$ cat src/rtl/autoenc_demux_pkg.sv
// autoenc_demux_pkg: shared widths, collector state encoding and a popcount helper
package autoenc_demux_pkg;
  localparam int DATA_W  = 16;
  localparam int N_WORDS = 16;
  localparam int IDX_W   = $clog2(N_WORDS);
  typedef enum logic {FILL, HOLD} state_t;
  function automatic logic [IDX_W:0] popcount(input logic [N_WORDS-1:0] m);
    popcount = '0;
    for (int i = 0; i < N_WORDS; i++) popcount += (IDX_W+1)'(m[i]);
  endfunction
endpackage

$ cat src/rtl/demux_collect_16_if.sv
// demux_collect_16_if: word input stream and parallel frame output; in_addr exists only under DEMUX_ADDR_EN
interface demux_collect_16_if import autoenc_demux_pkg::*; ();
  logic                      in_valid;
  logic                      in_ready;
  logic [DATA_W-1:0]         in_data;
`ifdef DEMUX_ADDR_EN
  logic [IDX_W-1:0]          in_addr;
`endif
  logic                      out_valid;
  logic                      out_ready;
  logic [N_WORDS*DATA_W-1:0] out_data;
  modport master (
`ifdef DEMUX_ADDR_EN
    output in_addr,
`endif
    output in_valid, in_data, out_ready,
    input  in_ready, out_valid, out_data
  );
  modport slave (
`ifdef DEMUX_ADDR_EN
    input  in_addr,
`endif
    input  in_valid, in_data, out_ready,
    output in_ready, out_valid, out_data
  );
endinterface

$ cat src/rtl/demux_slot_bank.sv
// demux_slot_bank: N_WORDS slot registers, one written per enabled cycle at widx
module demux_slot_bank import autoenc_demux_pkg::*; (
  input  logic                      clk,
  input  logic                      rst_n,
  input  logic                      we,
  input  logic [IDX_W-1:0]          widx,
  input  logic [DATA_W-1:0]         wdata,
  output logic [N_WORDS*DATA_W-1:0] data
);
  logic [N_WORDS-1:0][DATA_W-1:0] slot;
  always_ff @(posedge clk or negedge rst_n)
    if (!rst_n) slot <= '0;
    else if (we) slot[widx] <= wdata;
  assign data = slot;
endmodule

$ cat src/rtl/demux_collect_16.sv
// demux_collect_16: 1-to-16 word collector presenting a full frame in parallel.
// Define DEMUX_ADDR_EN to steer words by in_addr with a written-slot mask instead of sequential fill.
module demux_collect_16 import autoenc_demux_pkg::*; (
  input  logic             clk,
  input  logic             rst_n,
  input  logic             flush,
  demux_collect_16_if.slave bus,
  output logic [IDX_W:0]   fill_count
);
  state_t           state, state_nx;
  logic             acc, full, clr;
  logic [IDX_W-1:0] widx;
  assign bus.in_ready  = state == FILL;
  assign bus.out_valid = state == HOLD;
  assign acc = bus.in_valid & bus.in_ready & ~flush;
  // frame bookkeeping restarts on abort or on the output handshake
  assign clr = flush | (state == HOLD & bus.out_ready);
`ifdef DEMUX_ADDR_EN
  logic [N_WORDS-1:0] mask, mask_set;
  assign widx       = bus.in_addr;
  assign mask_set   = mask | (N_WORDS'(1) << bus.in_addr);
  assign full       = &mask_set;
  assign fill_count = popcount(mask);
  always_ff @(posedge clk or negedge rst_n)
    if (!rst_n) mask <= '0;
    else if (clr) mask <= '0;
    else if (acc) mask <= mask_set;
`else
  logic [IDX_W-1:0] idx;
  logic [IDX_W:0]   cnt;
  assign widx       = idx;
  assign full       = idx == IDX_W'(N_WORDS-1);
  assign fill_count = cnt;
  always_ff @(posedge clk or negedge rst_n)
    if (!rst_n) begin
      idx <= '0;
      cnt <= '0;
    end else if (clr) begin
      idx <= '0;
      cnt <= '0;
    end else if (acc) begin
      idx <= idx + 1'b1;
      cnt <= cnt + 1'b1;
    end
`endif
  always_ff @(posedge clk or negedge rst_n)
    if (!rst_n) state <= FILL;
    else state <= state_nx;
  always_comb begin
    state_nx = state;
    state_nx = flush ? FILL : state == FILL ? (acc & full ? HOLD : FILL) : (bus.out_ready ? FILL : HOLD);
  end
  demux_slot_bank u_bank (
    .clk  (clk),
    .rst_n(rst_n),
    .we   (acc),
    .widx (widx),
    .wdata(bus.in_data),
    .data (bus.out_data)
  );
endmodule

$ cat src/flat_wrapper.sv
// flat-port wrapper written by rule: the top's interface ports become plain ports
module demux_collect_16_flat import autoenc_demux_pkg::*;
  (clk, rst_n, flush, fill_count, bus_in_valid, bus_in_data, bus_out_ready, bus_in_ready, bus_out_valid, bus_out_data);
  demux_collect_16_if bus_i ();
  input  logic clk;
  input  logic rst_n;
  input  logic flush;
  output logic [IDX_W:0] fill_count;
  input wire logic [$bits(bus_i.in_valid)-1:0] bus_in_valid;
  input wire logic [$bits(bus_i.in_data)-1:0] bus_in_data;
  input wire logic [$bits(bus_i.out_ready)-1:0] bus_out_ready;
  output wire logic [$bits(bus_i.in_ready)-1:0] bus_in_ready;
  output wire logic [$bits(bus_i.out_valid)-1:0] bus_out_valid;
  output wire logic [$bits(bus_i.out_data)-1:0] bus_out_data;
  assign bus_i.in_valid = bus_in_valid;
  assign bus_i.in_data = bus_in_data;
  assign bus_i.out_ready = bus_out_ready;
  assign bus_in_ready = bus_i.in_ready;
  assign bus_out_valid = bus_i.out_valid;
  assign bus_out_data = bus_i.out_data;
  demux_collect_16 u_core (.clk(clk), .rst_n(rst_n), .flush(flush), .bus(bus_i), .fill_count(fill_count));
endmodule
$ cat config.mk
export PLATFORM = sky130hd
export DESIGN_NAME = demux_collect_16_flat
export DESIGN_NICKNAME = d
export VERILOG_FILES = /design/src/rtl/autoenc_demux_pkg.sv /design/src/rtl/demux_collect_16_if.sv /design/src/rtl/demux_slot_bank.sv /design/src/rtl/demux_collect_16.sv /design/src/flat_wrapper.sv
export SDC_FILE = /design/constraint.sdc
export NUM_CORES = 1
export LEC_CHECK = 0
export CORE_MARGIN = 2
export CORE_UTILIZATION = 38
export DETAILED_ROUTE_END_ITERATION = 10
export PLACE_DENSITY = 0.75
export SETUP_SLACK_MARGIN = 0.2
export SLEW_MARGIN = 20
export SYNTH_ARGS = -nofsm -noshare
export SYNTH_HDL_FRONTEND = slang
export SYNTH_SLANG_ARGS = --single-unit
$ cat constraint.sdc
create_clock -name clk -period 5.5 [get_ports clk]
set_input_delay 1.1 -clock clk [delete_from_list [all_inputs] [get_ports clk]]
set_output_delay 1.1 -clock clk [all_outputs]
set_load 0.01 [all_outputs]
==> out/metrics.yaml, run 1 <==
status: "finished, final reports clean"
vias_per_cell: 4.95
grtUsageTotal_pct: 18.7
clockBufferDepth: 3
synth_area_leaders: "dfrtp_1 65%, mux2_2 28%, buf_6 0.98%, ha_1 0.61%, nand2_2 0.61%"
syn_area_um2: 10300
io_buffers: 283
worstRegToRegCells: 3
worstSkewPairLatency_ps: 530
start_util_pct: 38.4
p_leak_nw: 6.80
fin_crit_sh_pct: 52.3
ys_async_sr_fraction_pct: 100
r2r-end: "u_core.u_bank.data[244]"
synth_cell_types: 28
p_switching_w: 0.00116
min_to: "u_core.u_bank.data[171]"
dieWidth_um: 169
setup_violations: 0
netlist.area_leader.share_pct: 64.7
switching_share_pct: 23.7
grt_use_met3_pct: 7.36
first_pass_iters: 4
fin_area_um2: 14300
avgRoutedWirePerCell_um: 21.0
busiest_layer: "met2"
period_needed_ps: 2880
wl_mm: 26.4
multi_input_area_um2: 3380
ir_drop_mv: 0.320
drt-initial-drc-count: 228
detail-route-antenna-nets: 0
regToRegStartpoint: "u_core.idx[2]"
hpwl_mm: 17.9
ys_warn_count: 0
grt_use_met1_pct: 23.7
gp_congestion: 0.769
synth_ff_type: "dfrtp_1"
fmax_ghz: 0.347
critical_path_class: "in -> reg"
gr-total-overflow: 0
grt_pass1_vias: 6727
dieArea_um2: 28400
hold_viol: 0
cts_tree: "built"
nets: 924
cts_resized: 0
rsz0062_at_grt: "false"
clk_pin_slew_ps: 60
drive_gt1_share_pct: 35.4
fin_skew_ps: 12.3
regArea_um2: 6660
start_kind: "input port"
power_frac_comb_pct: 15.7
synth_seq_cells: 266
utilization_pct: 53.3
slew_headroom_pct: 32.2
holdCritPathClass: "reg -> reg"
synth_top_area_cell: "dfrtp_1"
area_growth_pct: 38.8
core_um2: 26800
drc: 0
antenna_found_initial: 0
critPathArrivalTime_ps: 3280
fp-row-count: 60
post_cts_buffers: 0
cts_hold_buffers: 0
p_int_w: 0.00374
synth-edff-count: 0
io_pins: 284
r2r_slack_ps: 3170
htreeDepth: 1
seq_power_share_pct: 45.6
cp-end-kind: "flop"
tns_ps: 0
numCtsBuffers: 28
power.density_nw_per_um2: 343
cp_data_required_time_ps: 5910
hold_depth: 1
dieHeight_um: 169
num_antenna_cells: 0
grt_max_degree: 104
worstHoldStart: "u_core.u_bank.data[171]"
cap_violations: 0
critPathMaxFanout: 16
vias: 6225
syn-num-nets: 647
nFillCells: 2227
p_clk_share_pct: 38.6
place_area_um2: 13400
clockRootBuffer: "clkbuf_16"
grt_util_met2_pct: 30.8
synthCells: 621
grt_pass1_wl_mm: 41.3
cts.sinks: 266
tightest_slew_ps: 1020
avgSynthCellArea_um2: 16.6
drv_slew: 0
ys_seq_area_share_pct: 64.7
whs_ps: 501
[worst max path at each step]
stage | cells past startpoint | slack (ps) | endpoint | from
floorplan | 6 | 3050 | u_core.u_bank.data[229] | flush
global placement | 4 | 2160 | u_core.u_bank.data[220] | flush
detailed placement | 4 | 2070 | u_core.u_bank.data[220] | flush
CTS | 4 | 2630 | u_core.u_bank.data[213] | flush
global route | 4 | 2510 | u_core.u_bank.data[232] | flush
finish | 4 | 2620 | u_core.u_bank.data[213] | flush
[cells by family (layout without fill, tap and decap cells)]
family                   after synthesis  count (layout)  share of synthesized area [%]
AO/OA/AOI/OAI                          6               6                          0.413
adder cells (fa/ha/maj)                5               5                          0.608
buffers and inverters                 42             338                           2.50
flip-flops                           266             266                           64.7
multiplexers                         261             261                           28.5
AND/OR/NAND/NOR                       41              41                           3.31
[layer usage]
layer / up-vias / part of all wire, %
li1: 2749 / -
met1: 3213 / 42
met2: 235 / 47
met4: 0 / 1.5
met3: 28 / 9.7
met5: - / 0
[sequential cells by signal, summed over array words and instances, names as in the netlist]
signal / count
u_core.bus.out_valid: 1
u_core.fill_count: 5
u_core.idx: 4
u_core.u_bank.data: 256
[synthesized netlist by cell type (all sizes together) (2+ instances only)]
library cell  count
nor2b             5
o21ai             2
ha                5
inv               3
buf              23
nor2              2
a22o              2
and4bb            3
mux2i             5
mux2            256
nand3             3
nand2            17
clkbuf           16
nor3b             2
nand3b            2
nand4             3
dfrtp           266
[power groups by stage]
stage               registers (W)  clock network, W  logic [W]
global placement          0.00226                 0   0.000767
finish                    0.00223           0.00189   0.000771
global route              0.00226           0.00202   0.000823
CTS                       0.00223           0.00194   0.000784
floorplan                 0.00235                 0   0.000197
detailed placement        0.00227                 0   0.000777
[placed cells by master, fill, tap and decap left out]
cell / synthesis / routed
clkdlybuf4s50_1: 0 / 282
dfrtp_1: 266 / 266
mux2_2: 256 / 256
clkbuf_16: 0 / 29
nand2_2: 10 / 10
nand2_1: 7 / 7
clkbuf_8: 0 / 7
clkbuf_1: 16 / 7
mux2i_1: 5 / 5
ha_1: 5 / 5
inv_1: 3 / 3
nor2b_1: 5 / 3
and4bb_2: 3 / 3
nand4_1: 3 / 3
nor2_1: 2 / 2
nand3b_4: 2 / 2
nor2b_2: 0 / 2
a22o_1: 2 / 2
nand3_1: 2 / 2
o21ai_0: 2 / 2
clkinv_2: 0 / 2
bufinv_16: 0 / 2
buf_4: 6 / 2
nand4b_4: 1 / 1
nor3b_4: 1 / 1
o21ba_2: 1 / 1
nor4b_4: 1 / 1
nand3_4: 1 / 1
a21oi_1: 1 / 1
nor3b_1: 1 / 1
or3b_2: 1 / 1
and2_1: 1 / 1
clkinv_4: 0 / 1
clkinvlp_4: 0 / 1
buf_8: 0 / 1
buf_12: 0 / 1
[layout make-up]
type	instances	area share, %
Clock buffer	43	5.94
Clock inverter	6	0.604
Inverter	3	0.0788
Multi-Input combinational cell	313	23.7
Sequential cell	266	46.6
Tap cell	341	2.99
Timing Repair Buffer	286	20.1
[worst max-delay path, cell delays in order]
cell and delay [ps]:
clkdlybuf4s50_1 580, nor2b_1 390, nor2b_2 790, mux2_2 420
[stage by stage]
stage / setup slack, ps / total power, W / instances
finish: 2620 / 0.00490 / 1258
global route: 2510 / 0.00510 / 1258
CTS: 2630 / 0.00496 / 1258
detailed placement: 2070 / 0.00304 / 1209
global placement: 2160 / 0.00302 / 1209
floorplan: 3050 / 0.00254 / 621
Power figures use the tool's default switching activity.
==> run 2: changes to the inputs <==
--- a/config.mk
+++ b/config.mk
@@ -8,7 +8,7 @@
 export CORE_MARGIN = 2
 export CORE_UTILIZATION = 38
 export DETAILED_ROUTE_END_ITERATION = 10
-export PLACE_DENSITY = 0.75
+export PLACE_DENSITY = 0.77
 export SETUP_SLACK_MARGIN = 0.2
 export SLEW_MARGIN = 20
 export SYNTH_ARGS = -nofsm -noshare
==> constraint.sdc (replaced) <==
create_clock -name clk -period 2.43 [get_ports clk]
set_input_delay 0.486 -clock clk [delete_from_list [all_inputs] [get_ports clk]]
set_output_delay 0.486 -clock clk [all_outputs]
set_load 0.01 [all_outputs]
==> out/metrics.yaml, run 2 (synthesis results as in run 1) <==
io_buffers: 283  # unchanged
drv_slew: 0  # unchanged
fmax_ghz: 0.470
clockRootBuffer: "clkbuf_16"
cts.sinks: 266  # unchanged
power.density_nw_per_um2: 777  # +130%
fin_skew_ps: 16.6  # +4.28 ps
start_util_pct: 38.4  # unchanged
fin_crit_sh_pct: 87.6
regArea_um2: 6660  # about the same
gr-total-overflow: 0  # unchanged
worstRegToRegCells: 4  # +1
slew_headroom_pct: 51.3  # +19 points
startpoint: "u_core.bus.out_valid"
r2r_slack_ps: 510  # -2660 ps
dieArea_um2: 28400  # unchanged
multi_input_area_um2: 3380  # unchanged
worstSkewPairLatency_ps: 540  # about the same
wl_mm: 26.7  # +0.82%
whs_ps: 467  # -33.9 ps
fin_area_um2: 14700  # +3.2%
num_antenna_cells: 0  # unchanged
nFillCells: 2176  # -2.3%
grt_pass1_vias: 6852  # +1.9%
final_common_cell: "clkdlybuf4s50_1"
regToRegStartpoint: "u_core.idx[3]"
drive_gt1_share_pct: 37.8  # +2.3 points
clk_pin_slew_ps: 70  # about the same
final_cell_mix: "282 x clkdlybuf4s50_1, 265 x dfrtp_1, 256 x mux2_2"
antenna_found_initial: 0  # unchanged
avgRoutedWirePerCell_um: 20.6  # -2.0%
core_um2: 26800  # unchanged
grt_pass1_wl_mm: 40.9  # -0.89%
cap_violations: 0  # unchanged
gp_congestion: 0.765  # -0.60%
nets: 957  # +3.6%
cts_tree: "built"
setup_violations: 0  # unchanged
clockBufferDepth: 3  # unchanged
critPathMaxFanout: 10  # -6
dieHeight_um: 169  # unchanged
tns_ps: 0  # unchanged
fp-row-count: 60  # unchanged
dieWidth_um: 169  # unchanged
rsz0062_at_grt: "false"
hpwl_mm: 18.2  # +1.7%
vias: 6389  # +2.6%
post_cts_buffers: 0  # unchanged
r2r-end: "u_core.u_bank.data[254]"
critPathArrivalTime_ps: 1640  # -1640 ps
cp-end-kind: "output pin"
holdCritPathClass: "in -> async"
largest_register_ffs: 256  # unchanged
drc: 0  # unchanged
vias_per_cell: 4.94  # -0.22%
period_needed_ps: 2130
start_kind: "flop"
cp_data_required_time_ps: 1940  # -3970 ps
p_leak_nw: 7.06  # +3.8%
critical_path_class: "reg -> out"
grt_max_degree: 68  # -35%
grtUsageTotal_pct: 18.6  # -0.096 points
status: "finished, final reports clean"
drt-initial-drc-count: 243  # +6.6%
tightest_slew_ps: 729  # -287 ps
ir_drop_mv: 0.458  # +43%
io_pins: 284  # unchanged
place_area_um2: 13700  # +2.8%
detail-route-antenna-nets: 0  # unchanged
first_pass_iters: 4  # unchanged
numCtsBuffers: 28  # unchanged
area_growth_pct: 43.2
htreeDepth: 1  # unchanged
hold_viol: 0  # unchanged
run 2: cell count changes in the layout (fill, tap and decap cells not counted), moves of 4 or more:
cell       change
clkbuf_8       -5
buf_12        +11
buf_4         +21
clkinv_2       +4
bufinv_16      +4
run 2: power by group:
part	leakage (nW)	switching (W)	internal [W]
combinational	2.96	0.000727	0.00106
sequential	3.61	0.000221	0.00484
clock	0.494	0.00172	0.00288
total	7.06	0.00267	0.00878
run 2: worst max-delay path, cell delays in order, from the launching register on:
cell	delay, ps
dfrtp_2	480
inv_1	110
clkdlybuf4s50_1	540
run 2: how the worst max path moves through the flow:
stage | end | slack [ps] | cells past startpoint
floorplan | u_core.u_bank.data[229] | 590 | 6
global placement | u_core.u_bank.data[135] | 110 | 4
detailed placement | u_core.u_bank.data[132] | 40 | 4
CTS | bus_in_ready | 220 | 2
global route | bus_in_ready | 250 | 2
finish | bus_in_ready | 300 | 2
run 2: cell type report:
class | count | area share [%]
well taps | 341 | 2.89
inverters | 3 | 0.0764
flip-flops and latches | 266 | 45.2
multi-input cells | 313 | 23.0
clock buffers | 39 | 5.31
repair buffers | 319 | 22.1
clock inverters | 13 | 1.49
run 2: per-stage QoR:
stage          instances  power [W]  util [%]  setup WS [ps]
4_1_cts             1294     0.0116      55.0            220
6_report            1294     0.0114      55.0            301
3_5_place_dp        1241    0.00694      51.2           44.3
3_3_place_gp        1241    0.00689      51.2            110
5_1_grt             1294     0.0119      55.0            249
2_1_floorplan        621    0.00576         -            593
run 2: per-layer routing:
layer	up-vias	wire length [um]	share of wire [%]	track usage, %
met2	229	12600	47	31.2
met3	37	2500	9.4	7.04
li1	2822	-	-	-
met4	0	354	1.3	3.26
met5	-	0	0	0
met1	3301	11200	42	23.4
run 2: repair_timing:
item,4_1_cts,5_1_grt
hold endpoints to repair,49,0
gates resized for setup,0,1
hold buffers,1,0
setup endpoints to repair,0,1
